### src/rtl/saturn_ins_issue.sv
// Nibble-serial Saturn instruction front-end: decodes P=n, D0=/D1=, LC(n), GOTO
// and issues them to saturn_alu. Optional counters under SATURN_ISSUE_PERF_EN.
module saturn_ins_issue #(
    parameter int IMM_MAX = 16,
    parameter int PTR_W   = 4
) (
    input  logic        i_clk,
    input  logic        i_reset_n,
    input  logic [3:0]  i_nibble,
    input  logic        i_nibble_valid,
    output logic        o_nibble_ready,
    input  logic [3:0]  i_reg_p,
    output logic        o_ins_decoded,
    output logic        o_ins_alu_op,
    output logic [4:0]  o_alu_op,
    output logic [4:0]  o_reg_dest,
    output logic [4:0]  o_reg_src1,
    output logic [4:0]  o_reg_src2,
    output logic [3:0]  o_field_start,
    output logic [3:0]  o_field_last,
    output logic [3:0]  o_imm_value,
    output logic        o_alu_no_stall,
    input  logic        i_alu_accept,
    input  logic        i_alu_step,
    input  logic        i_alu_stall_dec,
`ifdef SATURN_ISSUE_PERF_EN
    output logic [15:0] o_stall_cycles,
    output logic [15:0] o_ins_count,
`endif
    output logic        o_illegal
);

    // Encodings shared with def-alu.v
    localparam logic [4:0] ALU_OP_COPY     = 5'd1;
    localparam logic [4:0] ALU_OP_JMP_REL3 = 5'd27;
    localparam logic [4:0] ALU_REG_C       = 5'd2;
    localparam logic [4:0] ALU_REG_D0      = 5'd4;
    localparam logic [4:0] ALU_REG_D1      = 5'd5;
    localparam logic [4:0] ALU_REG_P       = 5'd17;
    localparam logic [4:0] ALU_REG_IMM     = 5'd19;

    // state   | meaning
    // S_IDLE  | waiting for first opcode nibble
    // S_OP2   | second nibble of 1x (D0=/D1= load)
    // S_LCX   | LC count nibble
    // S_IMM   | collecting immediate nibbles
    // S_ISSUE | instruction presented, waiting for ALU accept
    // S_RUN   | ALU consuming one immediate nibble per step
    typedef enum logic [2:0] {
        S_IDLE, S_OP2, S_LCX, S_IMM, S_ISSUE, S_RUN
    } state_t;

    state_t           state_q, state_d;
    logic [PTR_W-1:0] len_m1_q, len_m1_d;
    logic [PTR_W-1:0] wp_q, wp_d;
    logic [PTR_W-1:0] sp_q, sp_d;
    logic [4:0]       op_q, op_d;
    logic [4:0]       dest_q, dest_d;
    logic [4:0]       src1_q, src1_d;
    logic [3:0]       fstart_q, fstart_d;
    logic [3:0]       flast_q, flast_d;
    logic             pend_q, pend_d;
    logic             decoded_q, decoded_d;
    logic             illegal_q, illegal_d;
    logic             buf_we;
    logic             hs;
    logic [3:0]       imm_buf_q [IMM_MAX];

    assign o_nibble_ready = (state_q == S_IDLE) || (state_q == S_OP2) ||
                            (state_q == S_LCX)  || (state_q == S_IMM);
    assign hs = i_nibble_valid && o_nibble_ready;

    always_ff @(posedge i_clk or negedge i_reset_n) begin
        if (!i_reset_n) begin
            state_q   <= S_IDLE;
            len_m1_q  <= '0;
            wp_q      <= '0;
            sp_q      <= '0;
            op_q      <= '0;
            dest_q    <= '0;
            src1_q    <= '0;
            fstart_q  <= '0;
            flast_q   <= '0;
            pend_q    <= 1'b0;
            decoded_q <= 1'b0;
            illegal_q <= 1'b0;
            for (int i = 0; i < IMM_MAX; i++) imm_buf_q[i] <= '0;
        end else begin
            state_q   <= state_d;
            len_m1_q  <= len_m1_d;
            wp_q      <= wp_d;
            sp_q      <= sp_d;
            op_q      <= op_d;
            dest_q    <= dest_d;
            src1_q    <= src1_d;
            fstart_q  <= fstart_d;
            flast_q   <= flast_d;
            pend_q    <= pend_d;
            decoded_q <= decoded_d;
            illegal_q <= illegal_d;
            if (buf_we) imm_buf_q[wp_q] <= i_nibble;
        end
    end

    always_comb begin
        state_d   = state_q;
        len_m1_d  = len_m1_q;
        wp_d      = wp_q;
        sp_d      = sp_q;
        op_d      = op_q;
        dest_d    = dest_q;
        src1_d    = src1_q;
        fstart_d  = fstart_q;
        flast_d   = flast_q;
        pend_d    = pend_q;
        decoded_d = 1'b0;
        illegal_d = 1'b0;
        buf_we    = 1'b0;
        case (state_q)
            S_IDLE: if (hs) begin
                case (i_nibble)
                    4'h1: state_d = S_OP2;
                    4'h3: state_d = S_LCX;
                    4'h2: begin
                        state_d  = S_IMM;
                        len_m1_d = '0;
                        op_d     = ALU_OP_COPY;
                        dest_d   = ALU_REG_P;
                        src1_d   = ALU_REG_IMM;
                        fstart_d = 4'h0;
                        flast_d  = 4'h0;
                        wp_d     = '0;
                    end
                    4'h6: begin
                        state_d  = S_IMM;
                        len_m1_d = PTR_W'(2);
                        op_d     = ALU_OP_JMP_REL3;
                        dest_d   = 5'd0;
                        src1_d   = ALU_REG_IMM;
                        fstart_d = 4'h0;
                        flast_d  = 4'h2;
                        wp_d     = '0;
                    end
                    default: illegal_d = 1'b1;
                endcase
            end
            S_OP2: if (hs) begin
                state_d  = S_IMM;
                op_d     = ALU_OP_COPY;
                src1_d   = ALU_REG_IMM;
                fstart_d = 4'h0;
                wp_d     = '0;
                dest_d   = i_nibble[2] ? ALU_REG_D1 : ALU_REG_D0;
                case (i_nibble)
                    4'h9, 4'hD: begin len_m1_d = PTR_W'(1); flast_d = 4'h1; end
                    4'hA, 4'hE: begin len_m1_d = PTR_W'(3); flast_d = 4'h3; end
                    4'hB, 4'hF: begin len_m1_d = PTR_W'(4); flast_d = 4'h4; end
                    default: begin
                        state_d   = S_IDLE;
                        illegal_d = 1'b1;
                        op_d      = '0;
                        dest_d    = '0;
                        src1_d    = '0;
                        flast_d   = '0;
                    end
                endcase
            end
            S_LCX: if (hs) begin
                if (IMM_MAX < 16 && int'(i_nibble) >= IMM_MAX) begin
                    state_d   = S_IDLE;
                    illegal_d = 1'b1;
                end else begin
                    state_d  = S_IMM;
                    len_m1_d = PTR_W'(i_nibble);
                    op_d     = ALU_OP_COPY;
                    dest_d   = ALU_REG_C;
                    src1_d   = ALU_REG_IMM;
                    fstart_d = i_reg_p;
                    flast_d  = i_reg_p + i_nibble;
                    wp_d     = '0;
                end
            end
            S_IMM: if (hs) begin
                buf_we = 1'b1;
                if (wp_q == len_m1_q) begin
                    state_d   = S_ISSUE;
                    decoded_d = 1'b1;
                    pend_d    = 1'b1;
                end else begin
                    wp_d = wp_q + PTR_W'(1);
                end
            end
            // accept has priority; a simultaneous step belongs to the init cycle
            S_ISSUE: if (i_alu_accept) begin
                state_d = S_RUN;
                pend_d  = 1'b0;
                sp_d    = '0;
            end
            S_RUN: if (i_alu_step) begin
                if (sp_q == len_m1_q) begin
                    state_d  = S_IDLE;
                    op_d     = '0;
                    dest_d   = '0;
                    src1_d   = '0;
                    fstart_d = '0;
                    flast_d  = '0;
                end else begin
                    sp_d = sp_q + PTR_W'(1);
                end
            end
            default: state_d = S_IDLE;
        endcase
    end

    always_comb begin
        o_imm_value = 4'h0;
        if (state_q == S_ISSUE)    o_imm_value = imm_buf_q[0];
        else if (state_q == S_RUN) o_imm_value = imm_buf_q[sp_q];
    end

    assign o_ins_decoded  = decoded_q;
    assign o_ins_alu_op   = pend_q;
    assign o_alu_op       = op_q;
    assign o_reg_dest     = dest_q;
    assign o_reg_src1     = src1_q;
    assign o_reg_src2     = 5'd0;
    assign o_field_start  = fstart_q;
    assign o_field_last   = flast_q;
    assign o_alu_no_stall = 1'b0;
    assign o_illegal      = illegal_q;

`ifdef SATURN_ISSUE_PERF_EN
    logic [15:0] stall_q;
    logic [15:0] icount_q;

    always_ff @(posedge i_clk or negedge i_reset_n) begin
        if (!i_reset_n) begin
            stall_q  <= '0;
            icount_q <= '0;
        end else begin
            if ((state_q == S_ISSUE || state_q == S_RUN) && i_alu_stall_dec &&
                stall_q != 16'hFFFF)
                stall_q <= stall_q + 16'd1;
            if (decoded_q) icount_q <= icount_q + 16'd1;
        end
    end

    assign o_stall_cycles = stall_q;
    assign o_ins_count    = icount_q;
`else
    logic unused_stall;
    assign unused_stall = i_alu_stall_dec;
`endif

endmodule

### config.mk
export PLATFORM = sky130hd
export DESIGN_NAME = saturn_ins_issue
export DESIGN_NICKNAME = d
export VERILOG_FILES = /design/src/rtl/saturn_ins_issue.sv
export SDC_FILE = /design/constraint.sdc
export NUM_CORES = 1
export LEC_CHECK = 0
export ABC_AREA = 1
export CORE_MARGIN = 2
export CORE_UTILIZATION = 60
export DETAILED_ROUTE_END_ITERATION = 10
export GPL_ROUTABILITY_DRIVEN = 1
export PLACE_DENSITY_LB_ADDON = 0.15
export SYNTH_ARGS = -nofsm -noshare
export SYNTH_HDL_FRONTEND = slang
export SYNTH_SLANG_ARGS = --single-unit
### constraint.sdc
create_clock -name i_clk -period 2.45 [get_ports i_clk]
set_input_delay 0.245 -clock i_clk [delete_from_list [all_inputs] [get_ports i_clk]]
set_output_delay 0.245 -clock i_clk [all_outputs]
set_load 0.02 [all_outputs]
==> summary by stage, run 1 <==
Outcome
The run finished with clean final reports.

Detailed routing
The average detailed-routed wire length per instance is 15.0 µm. The final wirelength is 12.3 mm. The post-detailed-route DRC marker count is 0.

The final route contains 4,632 vias. The count of antenna-violating nets left after detailed routing is 0. The first detailed-routing pass took 6 iterations. The number of vias per cell after detailed routing is 5.65. In this run, the number of DRC markers left after iteration 0 of detailed routing was ~380.

Floorplanning
The standard-cell row count is 33. 51 I/O pins were placed. The die area is approximately 0.0092 mm². The core area is 0.00822 mm². Once the floorplan was initialized, standard cells occupied 61.7% of the core. The die is 95.9 µm tall.

The die boundary width is 95.9 µm.

Finish
Compared with the post-synthesis result, the final layout area differs by 13.5%. Registers take 0.00243 mm². Once layout is done, the placed cells without fillers occupy 0.00575 mm².

The combined area of the multi-input logic cells is 0.00230 mm². The share of post-route cells with drive strength above 1 is 7.55%. The number of antenna diodes in the final layout is 0. The post-layout net count is roughly 730. The number of cells in the finished layout apart from fillers is slightly above 800. Counting the fill cells in the layout gives 683.

Placed design
In this run the cell area measured after placement is 0.00552 mm². The estimated wirelength of the detail-placed design is between 8 and 9 mm. The number of placed instances, taps included, is 803. The placer's final routability congestion estimate is 0.930. The total of buffers placed on input and output ports is 39.

Timing
Derived from the worst setup path, the maximum achievable clock frequency is 447 MHz. The worst setup skew after layout is 0.0125 ns. After layout, the worst path uses approximately 90% of the clock period. Headroom to the max-slew limit came out at 65.7%. For the finished layout, the period the worst path requires is about 2.2 ns.

The actual slew at the worst max-slew pin is 0.512 ns. The final count of hold timing violations came to 0. The count of pins over their slew limit is 0.

Setup violations remaining at the end of the flow were counted as 0. Setup repair after global routing left no endpoint under its margin.

Clocking
Counting the buffers created by CTS gives 9. The H-tree was split into 3 levels. The deepest clock path buffer count is 2.

The clock tree root driver cell is clkbuf_8. The tree built by TritonCTS fans out to 97 sinks. Clock-pin slew was measured on the worst setup and hold paths at roughly 0.090 ns.

The clock latency at the later pin of the worst-skew pair is roughly 0.36 ns. The CTS tree is built. The buffer count from post-CTS setup fixing is 0.

Global route
The first global-routing pass estimated 20.5 mm of wire. The pin count of the biggest net entering global routing is 98. The number of antenna violations at the first check in global routing is 0. Global routing finished with a remaining overflow of 0. In the global route stage, overall resource usage came out at 28.9%.

The number of global-route vias before repair is 4,338.

Synthesis
The Yosys step of the flow raised 0 warnings. The count of unique library cells instantiated by Yosys is 34. The sequential element share of the synthesized area is ~48%. The number of storage elements in the synthesis netlist is 97. A synthesized cell averages 7.54 µm². Synthesis produced 672 cells. The mapped cell area is roughly 0.0051 mm².

Worst setup path
The worst setup path category is register to output pin. At the worst endpoint, the arrival time is around 2 ns. The worst setup path is launched from a register. In this run the worst path has a maximum fanout of 18. The worst endpoint required time is about 2.2 ns. The endpoint kind of the worst setup timing path is an output pin.

Pwr
The worst IR drop on VDD is 0.536 mV. The analysis attributes to cell leakage a power of 2.80 nW. The total power of the final layout is 0.00549 W. Power spread over the standard cell area amounts to 954 mW/mm².

Job
The number of maximum-capacitance constraint violations is 0.

Min path
The worst hold-check path type is input pin to async pin.
==> metrics by stage <==
stage | hold WS, ns | setup slack (ns) | TNS [ns] | utilization [%]
floorplan | -0.0506 | 0.792 | 0 | -
global placement | 0.340 | 0.267 | 0 | 67.2
detailed placement | 0.340 | 0.260 | 0 | 67.2
CTS | 0.464 | -0.0902 | -0.250 | 69.8
global route | 0.500 | 0.0789 | 0 | 70.0
finish | 0.466 | 0.215 | 0 | 70.0
==> layout make-up <==
class,count,share of cell area (%)
Timing Repair Buffer,52,8.94
Clock inverter,4,0.892
Clock buffer,12,2.52
Inverter,46,3.09
Tap cell,105,2.28
Multi-Input combinational cell,504,40.0
Sequential cell,97,42.2
==> critical path, cell delays in order, from the launching register on <==
cell,delay [ns]
dfrtp_2,0.45
inv_4,0.15
buf_4,0.23
o21ai_0,0.11
nand3_1,0.10
nand2_1,0.06
nand2_1,0.05
nand3_1,0.08
nand2_1,0.07
dlygate4sd2_1,0.33
==> sequential cells by signal, summed over array words and instances (netlist names) <==
signal,count
o_ins_alu_op,1
state_q,3
o_illegal,1
o_alu_op,2
o_reg_dest,4
len_m1_q,4
wp_q,4
sp_q,4
o_field_last,4
o_reg_src1,1
o_field_start,4
o_ins_decoded,1
imm_buf_q,64
==> cell usage after synthesis <==
library cell | n | share of area (%)
nand2_1 | 208 | 15
dfrtp_1 | 97 | 48
o21ai_0 | 96 | 9.5
nor2_1 | 90 | 6.7
nand3_1 | 37 | 3.7
inv_1 | 34 | 2.5
o21ai_1 | 20 | 2.0
buf_4 | 16 | 2.4
clkbuf_1 | 14 | 1.0
inv_2 | 12 | 0.89
ha_1 | 8 | 2.0
nor2_2 | 5 | 0.62
xor2_1 | 4 | 0.69
nand4_1 | 3 | 0.37
nor3_1 | 3 | 0.30
xnor2_1 | 3 | 0.52
a211oi_1 | 2 | 0.30
a21oi_2 | 2 | 0.35
buf_2 | 2 | 0.20
o211ai_1 | 2 | 0.30
a21oi_1 | 1 | 0.099
a21oi_4 | 1 | 0.32
a22oi_1 | 1 | 0.15
a31oi_1 | 1 | 0.12
buf_1 | 1 | 0.074
buf_6 | 1 | 0.22
conb_1 | 1 | 0.074
fa_1 | 1 | 0.40
nand2_2 | 1 | 0.12
nand2_4 | 1 | 0.22
nor2_4 | 1 | 0.22
nor3_2 | 1 | 0.20
o22ai_1 | 1 | 0.12
or2_2 | 1 | 0.12
==> worst paths after layout <==
check | end | slack [ns] | from | cells past startpoint
worst min-delay path | imm_buf_q[8] | 0.47 | i_reset_n | 3
worst max register to register | o_field_start[1] | 0.59 | sp_q[1] | 9
min in group i_clk | o_field_start[3] | 0.48 | o_field_start[3] | 2
worst min register to register | o_field_start[3] | 0.48 | o_field_start[3] | 2
worst max-delay path | o_imm_value[2] | 0.22 | sp_q[0] | 9
max in group asynchronous | sp_q[1] | 1.58 | i_reset_n | 3
==> power by group <==
group          leakage (nW)  internal (W)  switching [W]
logic                  1.38      0.000862        0.00153
registers              1.32       0.00184       0.000198
clock network        0.0970      0.000504       0.000553
total                  2.80       0.00321        0.00228
==> timing repair <==
| action | in CTS | in global routing |
|---|---|---|
| gates resized for setup | 4 | 7 |
| endpoints found under the hold margin | 97 | 0 |
| cloned | 0 | 0 |
| hold buffers | 1 | 0 |
| endpoints found under the setup margin | 4 | 3 |
==> per-layer routing <==
layer | share of wire, % | wire, µm | vias to the layer above | global-route usage (%)
li1 | - | - | 2218 | -
met1 | 44 | 5440 | 2203 | 40.1
met2 | 48 | 5860 | 188 | 46.7
met3 | 6.5 | 796 | 23 | 4.54
met4 | 1.9 | 237 | 0 | 9.76
met5 | 0 | 0 | - | 0
==> placed cells by master, fill, tap and decap left out, types with 4 or more instances in the layout <==
master           Yosys  routed
clkbuf_8             0      10
inv_2               12      10
nor2_2               5       5
o21ai_0             96      96
clkdlybuf4s50_1      0      34
buf_4               16      10
conb_1               1      10
xor2_1               4       4
nand3_1             37      37
inv_1               34      34
nand2_1            208     208
nor2_1              90      90
dfrtp_1             97      95
o21ai_1             20      20
ha_1                 8       8
==> kinds of logic (layout without fill, tap and decap cells) <==
logic type / Yosys count / count (layout) / share of synthesized area [%]
AO/OA/AOI/OAI: 127 / 127 / 13.2
XOR/XNOR: 7 / 7 / 1.21
adder cells (fa/ha/maj): 9 / 9 / 2.37
buffers and inverters: 80 / 114 / 7.31
flip-flops: 97 / 97 / 47.9
other: 1 / 10 / 0.0740
AND/OR/NAND/NOR: 351 / 351 / 27.9
(Power assumes the default switching activity.)
==> run 2: changes to the inputs <==
--- a/config.mk
+++ b/config.mk
@@ -6,8 +6,8 @@
 export NUM_CORES = 1
 export LEC_CHECK = 0
 export ABC_AREA = 1
-export CORE_MARGIN = 2
-export CORE_UTILIZATION = 60
+export CORE_MARGIN = 4
+export CORE_UTILIZATION = 62
 export DETAILED_ROUTE_END_ITERATION = 10
 export GPL_ROUTABILITY_DRIVEN = 1
 export PLACE_DENSITY_LB_ADDON = 0.15
==> summary by stage, run 2 (synthesis gave the netlist of run 1 again) <==
Finish
The most common library cell in the layout ignoring fill and taps is nand2_1 (unchanged). The flip-flop count of the largest register, all copies and words added is 64 (unchanged). The post-synthesis to final-layout area growth is 13.6% (was 13.5%).

The count of fill cells added during filler insertion is 608 (was 683). The top register by number of flip-flops is imm_buf_q (unchanged). The post-layout net count is 733 (unchanged).

The combined area of the multi-input logic cells is 0.00230 mm² (unchanged). The area used by sequential logic in the layout is 0.00243 mm² (about the same). Most frequent cells in the layout: 208 x nand2_1, 96 x o21ai_0, 96 x dfrtp_1 (was 208 x nand2_1, 96 x o21ai_0, 95 x dfrtp_1). The antenna diode count is 0 (unchanged). The area of all placed cells without fillers came to 0.00575 mm² (about the same). The share of post-route cells with drive strength above 1 was 7.56% (was 7.55%).

Clocking
The clock tree root driver cell is clkbuf_8 (unchanged). The sink count of the clock tree is 97 (unchanged). The CTS tree is built (unchanged). The clock latency at the later pin of the worst-skew pair came to 0.35 ns (was 0.36 ns). The clock transition at the registers of the reported paths is 0.09 ns (about the same). The number of buffers created by CTS is 9 (unchanged). The deepest clock path buffer count is 2 (unchanged). The H-tree depth is 3 (unchanged).

Floorplanning
The standard-cell row count is 32 (was 33). The die area is 0.00968 mm² (was 0.00919 mm²). The die height is 98.4 µm (was 95.9 µm). The I/O pin count is 51 (unchanged). The core area is 0.00785 mm² (was 0.00822 mm²). The starting density of the core was 64.6% (was 61.7%). The die boundary width came to 98.4 µm (was 95.9 µm).

Global route
The pin count of the biggest net entering global routing came to 51 (was 98). The global-route total usage across every layer came to 25.7% (was 28.9%). The number of antenna violations at the first check in global routing is 0 (unchanged).

The total congestion overflow came to 0 (unchanged). The wire length of the first global-routing pass is 20.2 mm (was 20.5 mm). The number of global-route vias before repair came to 4,250 (was 4,338).

Pwr
The net switching power figure came to 0.00227 W (was 0.00228 W). The share of total power in sequential cells is 36.6% (was 37.1%). The logic gate share of total power was 42.9% (was 43.6%). The worst IR drop on VDD was 0.503 mV (was 0.536 mV). The static power due to leakage is 2.76 nW (was 2.80 nW).

The internal power consumption is 0.00327 W (was 0.00321 W). The share of total power consumed by net switching is 41.0% (was 41.6%). The part of the total power dissipated in the clock network was 20.4% (was 19.2%). The ratio of total power to cell area came to 963 mW/mm² (was 954 mW/mm²).

Placed design
The instance area after placement is 0.00552 mm² (about the same). The total of buffers placed on input and output ports is 39 (unchanged). The placer's final routability congestion estimate is 0.919 (was 0.930). The estimated wirelength of the detail-placed design was 8.46 mm (was 8.51 mm).

Worst setup path
The worst endpoint required time is 2.20 ns (about the same). The slowest library cell on the worst path is dfrtp_1 (was dfrtp_2). The endpoint kind of the worst setup timing path is an output pin (unchanged).

The critical path data arrival time was 2.00 ns (was 1.99 ns). The worst reg-to-reg path cell count is 8 (was 9). The worst setup path category is register to output pin (unchanged). The type of origin of the critical path is a register (unchanged).

Crit path cell chain: buf_8 > nor2_1 > nor2_1 > o21ai_0 > nand3_1 > nand2_1 > nand2_1 > nand3_1 > nand2_1 > dlygate4sd2_1 (was inv_4 > buf_4 > o21ai_0 > nand3_1 > nand2_1 > nand2_1 > nand3_1 > nand2_1 > dlygate4sd2_1). The cell type with the highest occurrence count on the critical path is nand2_1 (unchanged). The combined buffer and inverter count along the critical path is 2 (was 3). The worst flop-to-flop path endpoint is o_reg_dest[0] (was o_field_start[1]). The delay contributed by the slowest stage of the critical path is 0.42 ns (was 0.45 ns). The setup slack of the most critical reg-to-reg path is 0.62 ns (was 0.59 ns).

The launch point of the worst reg-to-reg path is sp_q[1] (unchanged). The family of cells with the greatest summed delay on the critical path is simple AND/OR/NAND/NOR gates (was buffers and inverters). The biggest fanout along the worst timing path came to 24 (was 18).

Detailed routing
The final wirelength is 12.0 mm (was 12.3 mm). The number of vias per cell after detailed routing is 5.62 (was 5.65). The via count of the routed design came to 4,582 (was 4,632). The starting DRC count in detailed routing was 396 (was 384).

The post-detailed-route DRC marker count is 0 (unchanged). The average detailed-routed wire length per instance is 14.7 µm (was 15.0 µm). The count of antenna-violating nets left after detailed routing is 0 (unchanged).

The number of detailed-route iterations in the first pass is 5 (was 6).

Outcome
Result of the run: complete, no violations (unchanged).

Timing
The worst setup skew after layout was 0.0148 ns (was 0.0125 ns). The number of setup violations in the final report is 0 (unchanged). The relative slew slack is 59.3% (was 65.7%). The achievable clock frequency is 446 MHz (was 447 MHz). The summed negative setup slack over all endpoints is 0 ns (unchanged). The portion of the clock cycle consumed by the worst path in the final layout is 91.6% (was 91.2%). The count of pins over their slew limit is 0 (unchanged). Setup repair after global routing missed its margin: no (unchanged). The actual slew at the worst max-slew pin is 0.611 ns (was 0.512 ns). The final count of hold timing violations is 0 (unchanged).

The minimum clock period is 2.24 ns (was 2.23 ns).

Job
The number of maximum-capacitance constraint violations is 0 (unchanged).

Min path
The worst hold-check path type is input pin to async pin (unchanged).
==> run 2: cell count changes in the layout (fill, tap and decap cells not counted), moves of 2 or more <==
cell / before / now
clkinvlp_4: 1 / 3
clkbuf_1: 2 / 0
dlygate4sd2_1: 1 / 3
buf_6: 2 / 0
dlymetal6s2s_1: 3 / 0
==> run 2: timing repair <==
item	in CTS	in global routing
gates resized for setup	8	1
hold buffers	1	0
buffers inserted	0	0
setup endpoints to repair	4	1
endpoints found under the hold margin	47	0
==> run 2: through the flow <==
step                hold WS, ns  std cells  utilization, %  setup WS, ns  total power [W]
detailed placement        0.300        800            70.3         0.264          0.00440
global route              0.474        816            73.3        0.0112          0.00595
global placement          0.288        800            70.3         0.296          0.00433
finish                    0.447        816            73.3         0.206          0.00554
floorplan               -0.0506        681               -         0.792          0.00368
CTS                       0.456        816            73.3         0.220          0.00554
==> run 2: power groups by stage <==
stage                     clock, W  sequential (W)  combinational, W
after floorplan                  0         0.00216           0.00152
after global placement           0         0.00204           0.00229
after detailed placement         0         0.00205           0.00235
after CTS                  0.00115         0.00203           0.00236
after global routing       0.00123         0.00207           0.00266
final                      0.00113         0.00203           0.00238
==> run 2: final cells by class <==
type                       count  area share [%]
multi-input combinational    504            40.0
clock buffer                   9            2.15
tap                          102            2.22
sequential                    97            42.2
clock inverter                 6            1.59
timing repair buffer          52            8.76
inverter                      46            3.04
==> run 2: how the worst max path moves through the flow <==
stage	start	end	slack, ns	cells after the start
final	sp_q[0]	o_imm_value[2]	0.21	10
after global routing	sp_q[0]	o_imm_value[1]	0.01	10
after CTS	sp_q[0]	o_imm_value[2]	0.22	10
after detailed placement	sp_q[0]	o_imm_value[2]	0.26	10
after global placement	sp_q[1]	o_imm_value[3]	0.30	9
after floorplan	sp_q[1]	o_imm_value[0]	0.79	10
==> run 2: metal layers <==
metal | up-vias | wire, µm | track usage, %
li1 | 2213 | - | -
met1 | 2177 | 5240 | 38.5
met2 | 180 | 5760 | 39.5
met3 | 12 | 897 | 4.14
met4 | 0 | 96 | 6.20
met5 | - | 0 | 0
==> run 3: changes to the inputs <==
==> constraint.sdc (replaced) <==
create_clock -name i_clk -period 2.6 [get_ports i_clk]
set_input_delay 0.26 -clock i_clk [delete_from_list [all_inputs] [get_ports i_clk]]
set_output_delay 0.26 -clock i_clk [all_outputs]
set_load 0.02 [all_outputs]
==> summary by stage, run 3 (synthesis gave the netlist of run 1 again) <==
Timing
Setup repair after global routing missed its margin: yes (was no). The worst setup skew after layout is 0.0119 ns (was 0.0148 ns). The actual slew at the worst max-slew pin is 0.533 ns (was 0.611 ns). After layout, the worst path uses 97.1% of the clock period. The final count of hold timing violations is 0 (unchanged). The relative slew slack came to 64.3% (was 59.3%).

The final setup slack of the worst path is 0.0765 ns (was 0.206 ns). The number of setup violations in the final report came to 0 (unchanged). Based on the critical path, the design can be clocked at up to 396 MHz. The count of pins over their slew limit is 0 (unchanged).

The minimum clock period is 2.52 ns.

Placed design
The estimated wirelength of the detail-placed design is 8.46 mm (about the same). The worst slack after detailed placement is 0.306 ns (was 0.264 ns). The total placed cells including tap cells is 797 (was 800). The placer's final routability congestion estimate came to 0.916 (was 0.919).

The total of buffers placed on input and output ports is 39 (unchanged). The instance area after placement is 0.00550 mm² (was 0.00552 mm²).

Outcome
Result of the run: complete, no violations (unchanged).

Global route
The global-route total usage across every layer is 26.5% (was 25.7%). The total congestion overflow is 0 (unchanged). The number of antenna violations at the first check in global routing is 0 (unchanged). The wire length of the first global-routing pass is 20.8 mm (was 20.2 mm). The pin count of the biggest net entering global routing is 98 (was 51). The number of global-route vias before repair came to 4,333 (was 4,250).

Worst setup path
The combined buffer and inverter count along the critical path is 2 (unchanged). The worst endpoint required time is 2.34 ns (was 2.20 ns). The type of origin of the critical path is a register (unchanged). The critical path data arrival time is 2.26 ns (was 2.00 ns). The worst setup path category is register to output pin (unchanged). The slowest library cell on the worst path is clkdlybuf4s50_1 (was dfrtp_1).

The biggest fanout along the worst timing path is 24 (unchanged). The cell type with the highest occurrence count on the critical path is nand2_1 (unchanged). Crit path cell chain: buf_8 > nor2_1 > nor2_1 > o21ai_0 > nand3_1 > nand2_1 > nand2_1 > nand3_1 > nand2_1 > clkdlybuf4s50_1 (was buf_8 > nor2_1 > nor2_1 > o21ai_0 > nand3_1 > nand2_1 > nand2_1 > nand3_1 > nand2_1 > dlygate4sd2_1).

The delay contributed by the slowest stage of the critical path is 0.60 ns (was 0.42 ns). The endpoint kind of the worst setup timing path is an output pin (unchanged). The family of cells with the greatest summed delay on the critical path is buffers and inverters (was simple AND/OR/NAND/NOR gates).

Clocking
The clock transition at the registers of the reported paths was 0.10 ns (was 0.09 ns). The buffer count from post-CTS setup fixing is 0 (unchanged). The H-tree depth came to 3 (unchanged).

The deepest clock path buffer count is 2 (unchanged). The clock tree root driver cell is clkbuf_8 (unchanged). The number of buffers created by CTS came to 9 (unchanged).

The CTS tree is built (unchanged). The sink count of the clock tree is 97 (unchanged). The clock latency at the later pin of the worst-skew pair is 0.36 ns (was 0.35 ns).

Floorplanning
The die area was 0.00968 mm² (unchanged). The die boundary width came to 98.4 µm (unchanged). The starting density of the core is 64.6% (unchanged).

The standard-cell row count is 32 (unchanged). The core area is 0.00785 mm² (unchanged). The die height was 98.4 µm (unchanged).

The I/O pin count is 51 (unchanged).

Finish
The antenna diode count is 0 (unchanged). The share of post-route cells with drive strength above 1 is 7.03% (was 7.56%). The post-synthesis to final-layout area growth is 13.4% (was 13.6%). The post-layout net count was 730 (was 733). Most frequent cells in the layout: 208 x nand2_1, 96 x o21ai_0, 96 x dfrtp_1 (unchanged). The flip-flop count of the largest register, all copies and words added is 64 (unchanged).

The area of all placed cells without fillers is 0.00574 mm² (was 0.00575 mm²). The most common library cell in the layout ignoring fill and taps was nand2_1 (unchanged). The number of cells in the finished layout apart from fillers came to 813 (was 816). The top register by number of flip-flops is imm_buf_q (unchanged).

Pwr
The ratio of total power to cell area is 911 mW/mm² (was 963 mW/mm²). The worst IR drop on VDD is 0.528 mV (was 0.503 mV). The static power due to leakage was 2.79 nW (was 2.76 nW).

Min path
The worst hold-check path type was register to register (was input pin to async pin).

Detailed routing
The via count of the routed design is 4,536 (was 4,582). The count of antenna-violating nets left after detailed routing was 0 (unchanged). The average detailed-routed wire length per instance is 15.0 µm (was 14.7 µm). The number of vias per cell after detailed routing was 5.58 (was 5.62).

The post-detailed-route DRC marker count is 0 (unchanged). The starting DRC count in detailed routing is 423 (was 396). The number of detailed-route iterations in the first pass is 5 (unchanged). The final wirelength is 12.2 mm (was 12.0 mm).

Job
The number of maximum-capacitance constraint violations came to 0 (unchanged).
## run 3: cell types whose count changed in the layout (fill, tap and decap cells not counted)
cell	delta
buf_4	-3
dlygate4sd2_1	-3
dlymetal6s2s_1	+3
clkbuf_8	+1
clkdlybuf4s15_1	-1
clkbuf_1	+1
clkinvlp_4	-2
clkdlybuf4s50_1	+1
## run 3: routing by layer
layer / share of wire (%) / vias to the layer above / GRT usage (%) / routed length (µm)
li1: - / 2202 / - / -
met1: 44 / 2140 / 38.0 / 5410
met2: 47 / 168 / 41.8 / 5740
met5: 0 / - / 0 / 0
met4: 2.0 / 0 / 8.19 / 246
met3: 6.4 / 26 / 4.07 / 779
## run 3: worst paths after layout
| path | from | to | slack (ns) | depth (start not counted) |
|---|---|---|---|---|
| setup / recovery | sp_q[0] | o_imm_value[0] | 0.08 | 10 |
| hold / removal | o_alu_op[0] | o_alu_op[0] | 0.48 | 2 |
| setup reg to reg | state_q[0] | sp_q[1] | 0.77 | 4 |
| hold reg to reg | o_alu_op[0] | o_alu_op[0] | 0.48 | 2 |
| max in group asynchronous | i_reset_n | sp_q[2] | 1.69 | 3 |
| min in group asynchronous | i_reset_n | imm_buf_q[14] | 0.50 | 3 |
## run 3: worst reg2reg max path: stages (launching register included)
cell	delay, ns
dfrtp_1	0.47
nor3_2	0.51
inv_1	0.21
a21oi_2	0.35
o21ai_0	0.16
## run 3: cell type report
cell class / count / area [µm²]
multi-input cells: 504 / 2300
fillers: 627 / 2100
inverters: 46 / 175
well taps: 102 / 128
clock buffers: 11 / 141
repair buffers: 49 / 493
flip-flops and latches: 97 / 2430
clock inverters: 4 / 76.3
## run 3: timing repair
action | CTS | global route
endpoints found under the hold margin | 97 | 0
gates cloned | 0 | 0
hold buffers | 1 | 0
resized for setup | 4 | 3
endpoints found under the setup margin | 4 | 4
## run 3: power by group
group	switching, W	internal, W	leakage (nW)
Clock	0.000525	0.000568	0.106
Combinational	0.00142	0.000797	1.36
Sequential	0.000180	0.00173	1.33
## run 3: per-stage QoR
| step | utilization (%) | power, W | hold WS, ns | TNS, ns |
|---|---|---|---|---|
| floorplan | - | 0.00347 | -0.0356 | 0 |
| global placement | 70.1 | 0.00406 | 0.355 | 0 |
| detailed placement | 70.1 | 0.00412 | 0.360 | 0 |
| finish | 73.2 | 0.00523 | 0.478 | 0 |
| CTS | 73.1 | 0.00524 | 0.482 | 0 |
| global route | 73.2 | 0.00562 | 0.501 | -0.115 |
